`src/rtl/fft_pkg.sv`:
```
// Shared types and defaults for the FFT datapath and its downstream consumers.
package fft_pkg;

    localparam int unsigned FFT_N = 3;
    localparam int unsigned FFT_W = 16;

    typedef logic signed [FFT_W-1:0] fpt;
    typedef struct packed {
        fpt re;
        fpt im;
    } cpx_t;
    typedef logic [2*FFT_W-1:0] pow_t;

    typedef enum logic {
        ST_IDLE,
        ST_RUN
    } pd_state_t;

endpackage

```
`src/rtl/fft_pow_pipe.sv`:
```
// Two-stage bin power pipeline: S1 squares re/im, S2 sums; index and frame tag ride along.
module fft_pow_pipe
    import fft_pkg::*;
#(
    parameter int unsigned N = FFT_N,
    parameter int unsigned W = FFT_W
) (
    input  logic                 clk,
    input  logic                 rst_n,
    input  logic                 i_valid,
    input  logic signed [W-1:0]  i_re,
    input  logic signed [W-1:0]  i_im,
    input  logic [N-1:0]         i_idx,
    input  logic                 i_tag,
    output logic                 o_valid,
    output logic [2*W-1:0]       o_pow,
    output logic [N-1:0]         o_idx,
    output logic                 o_tag
);

    logic signed [2*W-1:0] w_re_x;
    logic signed [2*W-1:0] w_im_x;
    logic signed [2*W-1:0] w_rr;
    logic signed [2*W-1:0] w_ii;
    logic [2*W-1:0]        w_sum;

    logic signed [2*W-1:0] r_s1_rr;
    logic signed [2*W-1:0] r_s1_ii;
    logic                  r_s1_valid;
    logic [N-1:0]          r_s1_idx;
    logic                  r_s1_tag;

    logic                  r_s2_valid;
    logic [2*W-1:0]        r_s2_pow;
    logic [N-1:0]          r_s2_idx;
    logic                  r_s2_tag;

    // Sign-extend before multiplying so the full 2W-bit square is kept.
    assign w_re_x = (2*W)'(i_re);
    assign w_im_x = (2*W)'(i_im);
    assign w_rr   = w_re_x * w_re_x;
    assign w_ii   = w_im_x * w_im_x;
    assign w_sum  = $unsigned(r_s1_rr) + $unsigned(r_s1_ii);

    always_ff @(posedge clk or negedge rst_n) begin
        if (!rst_n) begin
            r_s1_valid <= 1'b0;
            r_s1_rr    <= '0;
            r_s1_ii    <= '0;
            r_s1_idx   <= '0;
            r_s1_tag   <= 1'b0;
            r_s2_valid <= 1'b0;
            r_s2_pow   <= '0;
            r_s2_idx   <= '0;
            r_s2_tag   <= 1'b0;
        end else begin
            r_s1_valid <= i_valid;
            r_s1_rr    <= w_rr;
            r_s1_ii    <= w_ii;
            r_s1_idx   <= i_idx;
            r_s1_tag   <= i_tag;
            r_s2_valid <= r_s1_valid;
            r_s2_pow   <= w_sum;
            r_s2_idx   <= r_s1_idx;
            r_s2_tag   <= r_s1_tag;
        end
    end

    assign o_valid = r_s2_valid;
    assign o_pow   = r_s2_pow;
    assign o_idx   = r_s2_idx;
    assign o_tag   = r_s2_tag;

endmodule

```
`src/rtl/fft_peak_detect.sv`:
```
// Peak-power bin finder over the non-redundant half of a natural-order FFT frame,
// one {index, power} result per frame on a valid/ready port.
module fft_peak_detect
    import fft_pkg::*;
#(
    parameter int unsigned N       = FFT_N,
    parameter int unsigned W       = FFT_W,
    parameter bit          SKIP_DC = 1'b1
) (
    input  logic                 clk,
    input  logic                 rst_n,
    input  logic                 in_valid,
    input  logic                 in_first,
    input  logic [1:0][W-1:0]    in_bin,
    output logic                 res_valid,
    input  logic                 res_ready,
    output logic [N-1:0]         res_idx,
    output logic [2*W-1:0]       res_pow,
    output logic                 overrun,
    output logic                 frame_err
);

    localparam logic [N-1:0] LAST_IDX = '1;
    localparam logic [N-1:0] HALF_IDX = N'(2**(N-1));
    localparam logic [N-1:0] INIT_IDX = N'(SKIP_DC);

    pd_state_t        r_state;
    pd_state_t        w_state_nxt;
    logic [N-1:0]     r_cnt;
    logic [N-1:0]     w_cnt_nxt;
    logic [N-1:0]     w_bin_idx;
    logic             w_accept;
    logic             w_new_frame;
    logic             w_restart;
    logic             r_tag;
    logic             w_tag_in;

    logic             w_s2_valid;
    logic [2*W-1:0]   w_s2_pow;
    logic [N-1:0]     w_s2_idx;
    logic             w_s2_tag;

    logic             r_cur_tag;
    logic [2*W-1:0]   r_max_pow;
    logic [N-1:0]     r_max_idx;
    logic             w_s2_first;
    logic             w_tag_ok;
    logic             w_in_win;
    logic [2*W-1:0]   w_base_pow;
    logic [N-1:0]     w_base_idx;
    logic             w_take;
    logic [2*W-1:0]   w_cand_pow;
    logic [N-1:0]     w_cand_idx;
    logic             w_s3_fire;
    logic             w_load;

    logic             r_res_valid;
    logic [N-1:0]     r_res_idx;
    logic [2*W-1:0]   r_res_pow;
    logic             r_overrun;
    logic             r_frame_err;

    always_comb begin
        w_state_nxt = r_state;
        w_cnt_nxt   = r_cnt;
        w_bin_idx   = r_cnt;
        w_accept    = 1'b0;
        w_new_frame = 1'b0;
        w_restart   = 1'b0;
        case (r_state)
            ST_IDLE: begin
                if (in_valid && in_first) begin
                    w_accept    = 1'b1;
                    w_new_frame = 1'b1;
                    w_bin_idx   = '0;
                    w_cnt_nxt   = N'(1);
                    w_state_nxt = ST_RUN;
                end
            end
            ST_RUN: begin
                if (in_valid) begin
                    w_accept = 1'b1;
                    if (in_first) begin
                        w_new_frame = 1'b1;
                        w_restart   = 1'b1;
                        w_bin_idx   = '0;
                        w_cnt_nxt   = N'(1);
                    end else begin
                        w_cnt_nxt = r_cnt + N'(1);
                        if (r_cnt == LAST_IDX) begin
                            w_state_nxt = ST_IDLE;
                        end
                    end
                end
            end
            default: w_state_nxt = ST_IDLE;
        endcase
    end

    assign w_tag_in = w_new_frame ? ~r_tag : r_tag;

    always_ff @(posedge clk or negedge rst_n) begin
        if (!rst_n) begin
            r_state     <= ST_IDLE;
            r_cnt       <= '0;
            r_tag       <= 1'b0;
            r_frame_err <= 1'b0;
        end else begin
            r_state <= w_state_nxt;
            r_cnt   <= w_cnt_nxt;
            r_tag   <= w_tag_in;
            if (w_restart) begin
                r_frame_err <= 1'b1;
            end
        end
    end

    fft_pow_pipe #(
        .N (N),
        .W (W)
    ) u_pow_pipe (
        .clk     (clk),
        .rst_n   (rst_n),
        .i_valid (w_accept),
        .i_re    ($signed(in_bin[1])),
        .i_im    ($signed(in_bin[0])),
        .i_idx   (w_bin_idx),
        .i_tag   (w_tag_in),
        .o_valid (w_s2_valid),
        .o_pow   (w_s2_pow),
        .o_idx   (w_s2_idx),
        .o_tag   (w_s2_tag)
    );

    // The running max is re-seeded when bin 0 of a frame reaches S3, so a restarted
    // frame's leftover bins (always ahead of the new bin 0) never survive into its result.
    assign w_s2_first = (w_s2_idx == '0);
    assign w_tag_ok   = w_s2_first || (w_s2_tag == r_cur_tag);
    assign w_in_win   = (w_s2_idx <= HALF_IDX) && !(SKIP_DC && w_s2_first);
    assign w_base_pow = w_s2_first ? '0 : r_max_pow;
    assign w_base_idx = w_s2_first ? INIT_IDX : r_max_idx;
    assign w_take     = w_in_win && (w_s2_pow > w_base_pow);
    assign w_cand_pow = w_take ? w_s2_pow : w_base_pow;
    assign w_cand_idx = w_take ? w_s2_idx : w_base_idx;
    assign w_s3_fire  = w_s2_valid && w_tag_ok;
    assign w_load     = w_s3_fire && (w_s2_idx == LAST_IDX);

    always_ff @(posedge clk or negedge rst_n) begin
        if (!rst_n) begin
            r_cur_tag <= 1'b0;
            r_max_pow <= '0;
            r_max_idx <= INIT_IDX;
        end else if (w_s3_fire) begin
            r_cur_tag <= w_s2_tag;
            if (w_load) begin
                r_max_pow <= '0;
                r_max_idx <= INIT_IDX;
            end else begin
                r_max_pow <= w_cand_pow;
                r_max_idx <= w_cand_idx;
            end
        end
    end

    always_ff @(posedge clk or negedge rst_n) begin
        if (!rst_n) begin
            r_res_valid <= 1'b0;
            r_res_idx   <= '0;
            r_res_pow   <= '0;
            r_overrun   <= 1'b0;
        end else if (w_load) begin
            r_res_valid <= 1'b1;
            r_res_idx   <= w_cand_idx;
            r_res_pow   <= w_cand_pow;
            if (r_res_valid && !res_ready) begin
                r_overrun <= 1'b1;
            end
        end else if (r_res_valid && res_ready) begin
            r_res_valid <= 1'b0;
        end
    end

    assign res_valid = r_res_valid;
    assign res_idx   = r_res_idx;
    assign res_pow   = r_res_pow;
    assign overrun   = r_overrun;
    assign frame_err = r_frame_err;

endmodule

```
`config.mk`:
```
export PLATFORM = sky130hd
export DESIGN_NAME = fft_peak_detect
export DESIGN_NICKNAME = d
export VERILOG_FILES = /design/src/rtl/fft_pkg.sv /design/src/rtl/fft_pow_pipe.sv /design/src/rtl/fft_peak_detect.sv
export SDC_FILE = /design/constraint.sdc
export NUM_CORES = 2
export LEC_CHECK = 0
export ABC_CLOCK_PERIOD_IN_PS = 3400
export CORE_UTILIZATION = 35
export DETAILED_ROUTE_END_ITERATION = 12
export PLACE_DENSITY = 0.56
export SLEW_MARGIN = 30
export SYNTH_ARGS = -nofsm -noshare
export SYNTH_HDL_FRONTEND = slang
export SYNTH_SLANG_ARGS = --single-unit
```
`constraint.sdc`:
```
create_clock -name clk -period 3.4 [get_ports clk]
set_input_delay 0.51 -clock clk [delete_from_list [all_inputs] [get_ports clk]]
set_output_delay 0.51 -clock clk [all_outputs]
set_load 0.02 [all_outputs]
```
==> results.sh <==
export IMPL_cp_data_required_time_ns=3.75
export IMPL_start_kind="input pin"
export IMPL_drtIter0Drc=876
export IMPL_avgSynthCellArea_um2=9.73
export IMPL_core_um2=73500
export IMPL_fin_util_pct=48.3
export IMPL_grt_max_degree=76
export IMPL_multi_input_area_um2=21100
export IMPL_nFillCells=6617
export IMPL_synth_compound_area_share_pct=8.91
export IMPL_outcome="complete, but fails checks"
export IMPL_cp_depth=24
export IMPL_cts_root_buf="clkbuf_16"
export IMPL_clockBufferDepth=2
export IMPL_route_detailed_drc=0
export IMPL_die_width_um=275
export IMPL_crit_path_top_delay_cell="fa_1"
export IMPL_relSlewSlack_pct=54.1
export IMPL_rrSetupSlack_ns=0.10
export IMPL_fin_nets=3994
export IMPL_synthTopCellsByArea="fa_1, dfrtp_1, ha_1"
export IMPL_critPathLaunch="in_bin[11]"
export IMPL_critPathMaxStageDelay_ns=0.56
export IMPL_skew_ns=0.0138
export IMPL_period_share_pct=168
export IMPL_hold_violations=0
export IMPL_cp_endpoint="u_pow_pipe.r_s1_ii[31]"
export IMPL_synth_seq_cells=182
export IMPL_firstDrtPassIters=5
export IMPL_cts_tree="yes"
export IMPL_grt_setup_unrepaired="yes"
export IMPL_antenna_found_initial=1
export IMPL_path_cells="buf_8 -> buf_6 -> and2_4 -> buf_6 -> fa_1 -> inv_2 -> fa_2 -> fa_1 -> inv_2 -> fa_2 -> fa_1 -> inv_2 -> fa_1 -> inv_2 -> ha_4 -> nand4_1 -> buf_4 -> buf_6 -> or2_4 -> o21bai_4 -> a221oi_4 -> o311ai_2 -> a21oi_2 -> xnor2_1"
export IMPL_yosys_cell_count_top_type="inv_1"
export IMPL_cp_max_fo=5
export IMPL_period_needed_ns=5.73
export IMPL_netlist_top_cells_count="inv_1, fa_1, ha_1, nand2_1, dfrtp_1"
export IMPL_layout_drive_gt1_share_pct=33.3
export IMPL_worstSetupPathType="in -> reg"
export IMPL_synth_top_family_by_area="adder cells"
export IMPL_seqCellArea_um2=4560
export IMPL_num_vias=19900
export IMPL_yosys_area_top_type_share_pct=35.7
export IMPL_clock_fmax_mhz=175
export IMPL_fp_row_count=99
export IMPL_hold_path_class="in -> async"
export IMPL_path_buf_inv=9
export IMPL_clock_latency_ns=0.44
export IMPL_synth_area_um2=26100
export IMPL_cts_hold_buf=0
export IMPL_synth_nets=3437
export IMPL_slew_viol_final=0
export IMPL_worstRegToRegCells=15
export IMPL_io_pins=75
export IMPL_hpwl_um=52700
export IMPL_clock_sinks=182
export IMPL_yosysSeqAreaShare_pct=17.4
export IMPL_cap_violations=0
export IMPL_gp_congestion=0.890
export IMPL_die_h_um=275
export IMPL_synth_cells=2686
export IMPL_h_tree_depth=4
export IMPL_worst_slew_pin_slew_ns=0.688
export IMPL_rr_startpoint="u_pow_pipe.o_idx[2]"
export IMPL_detail_route_antenna_nets=0
export IMPL_arrival_ns=6.07
export IMPL_wire_per_inst_um=15.3
export IMPL_grt_overflow=0
export IMPL_viasPerCell=4.72
export IMPL_final_setup_viol_count=52
export IMPL_r2r_end="res_pow[28]"
export IMPL_synth_largest_area_cell="fa_1"
export IMPL_placement_io_buffers=74
export IMPL_place_ws_ns=-3.27
export IMPL_synth_xor_area_share_pct=3.62
export IMPL_synth_simple_area_share_pct=11.5
export IMPL_track_usage_pct=17.6
export IMPL_grt_util_met3_pct=1.71
export IMPL_dominantRegCellSynth="dfrtp_1"
export IMPL_synthArstFlopShare_pct=100
export IMPL_synth_warnings=0
export IMPL_syn2layout_area_growth_pct=35.9
export IMPL_busiest_layer="met2"
export IMPL_grt_pass1_vias=22400
export IMPL_synthAdderAreaFrac_pct=47.6
export IMPL_violations="negative setup slack"
export IMPL_wirelength_um=64500
export IMPL_synthMuxAreaShare_pct=0.158
export IMPL_synth_edf_count=0
export IMPL_grt_use_met1_pct=22.4
export IMPL_clk_pin_slew_ns=0.07
export IMPL_ys_types=69
export IMPL_die_area_um2=75800
export IMPL_grt_pass1_wl_um=108000
export IMPL_grt_met2_usage_pct=32.1
export IMPL_cts_made_buffers=17
export IMPL_end_kind="register"
export IMPL_fin_ws_ns=-2.33
export IMPL_cp_top_family="adder cells"
export IMPL_start_util_pct=35.6
==> layer usage <==
| layer | up-vias | share of wire (%) |
|---|---|---|
| met4 | 0 | 1.8 |
| met2 | 257 | 53 |
| met3 | 83 | 2.4 |
| li1 | 9473 | - |
| met5 | - | 0 |
| met1 | 10100 | 43 |
==> flip-flops by register name, indices dropped and copies added (netlist names), 3 cells and up <==
name,flops
r_max_pow,32
res_pow,32
u_pow_pipe.o_pow,32
u_pow_pipe.r_s1_ii,31
u_pow_pipe.r_s1_rr,31
r_cnt,3
r_max_idx,3
res_idx,3
u_pow_pipe.o_idx,3
u_pow_pipe.r_s1_idx,3
==> final cells by class <==
type / count / area share, %
clock buffer: 19 / 1.28
tap: 959 / 3.38
sequential: 182 / 12.8
antenna: 1 / 0.00705
multi-input combinational: 1766 / 59.3
inverter: 655 / 6.96
timing repair buffer: 621 / 15.8
clock inverter: 13 / 0.455
==> kinds of logic after synthesis <==
| group | after synthesis |
|---|---|
| buffers and inverters | 738 |
| adder cells (fa/ha/maj) | 714 |
| AND/OR/NAND/NOR | 615 |
| AO/OA/AOI/OAI | 325 |
| flip-flops | 182 |
| XOR/XNOR | 108 |
| multiplexers | 4 |
==> cells in the final DEF, fill, tap and decap left out, types with 18 or more instances in the layout <==
| cell type | netlist | routed |
|---|---|---|
| inv_1 | 654 | 567 |
| fa_1 | 466 | 425 |
| buf_4 | 0 | 425 |
| ha_1 | 248 | 188 |
| dfrtp_1 | 181 | 181 |
| nand2_1 | 208 | 156 |
| buf_6 | 7 | 104 |
| inv_2 | 0 | 83 |
| nor2_1 | 114 | 81 |
| xnor2_1 | 85 | 70 |
| ha_4 | 0 | 55 |
| and2_1 | 81 | 46 |
| nand3_1 | 59 | 45 |
| nand2b_1 | 45 | 41 |
| fa_2 | 0 | 41 |
| clkdlybuf4s50_1 | 0 | 41 |
| o211ai_1 | 39 | 39 |
| nand2_2 | 0 | 37 |
| a21o_1 | 38 | 37 |
| and2_4 | 1 | 35 |
| a22o_1 | 35 | 35 |
| or4_1 | 32 | 30 |
| a21oi_1 | 59 | 28 |
| nor2_2 | 0 | 26 |
| a21oi_2 | 1 | 23 |
| o21ai_0 | 41 | 21 |
| xor2_1 | 23 | 20 |
| buf_12 | 0 | 20 |
| clkbuf_16 | 0 | 19 |
| buf_8 | 0 | 18 |
==> how the worst min path moves through the flow <==
stage | from | endpoint | slack (ns) | cells past startpoint
5_1_grt | rst_n | res_pow[30] | 0.12 | 1
6_report | rst_n | res_pow[28] | 0.08 | 1
2_1_floorplan | rst_n | frame_err | 0.21 | 0
3_5_place_dp | u_pow_pipe.r_s1_idx[1] | u_pow_pipe.o_idx[1] | 0.34 | 0
3_3_place_gp | u_pow_pipe.r_s1_valid | u_pow_pipe.o_valid | 0.34 | 0
4_1_cts | rst_n | res_pow[26] | 0.09 | 1
==> stage by stage <==
step / setup TNS, ns / cell area (um^2) / hold slack, ns / std cells
3_5_place_dp: -135.46 / 31800 / 0.345 / 4048
2_1_floorplan: -82.24 / 27200 / 0.214 / 2686
6_report: -88.65 / 35500 / 0.0757 / 4216
4_1_cts: -88.95 / 33900 / 0.0945 / 4160
5_1_grt: -95.74 / 35500 / 0.122 / 4215
3_3_place_gp: -132.02 / 31800 / 0.338 / 4048
==> timing repair <==
item                       in CTS  in global routing
pin swaps                     199                235
cloned                          4                  2
gates resized for setup       382                317
buffers inserted               88                 68
setup endpoints to repair      97                119
Power is not shown: default switching activity piles up to over one toggle a cycle in this logic, so the estimate is an artifact.
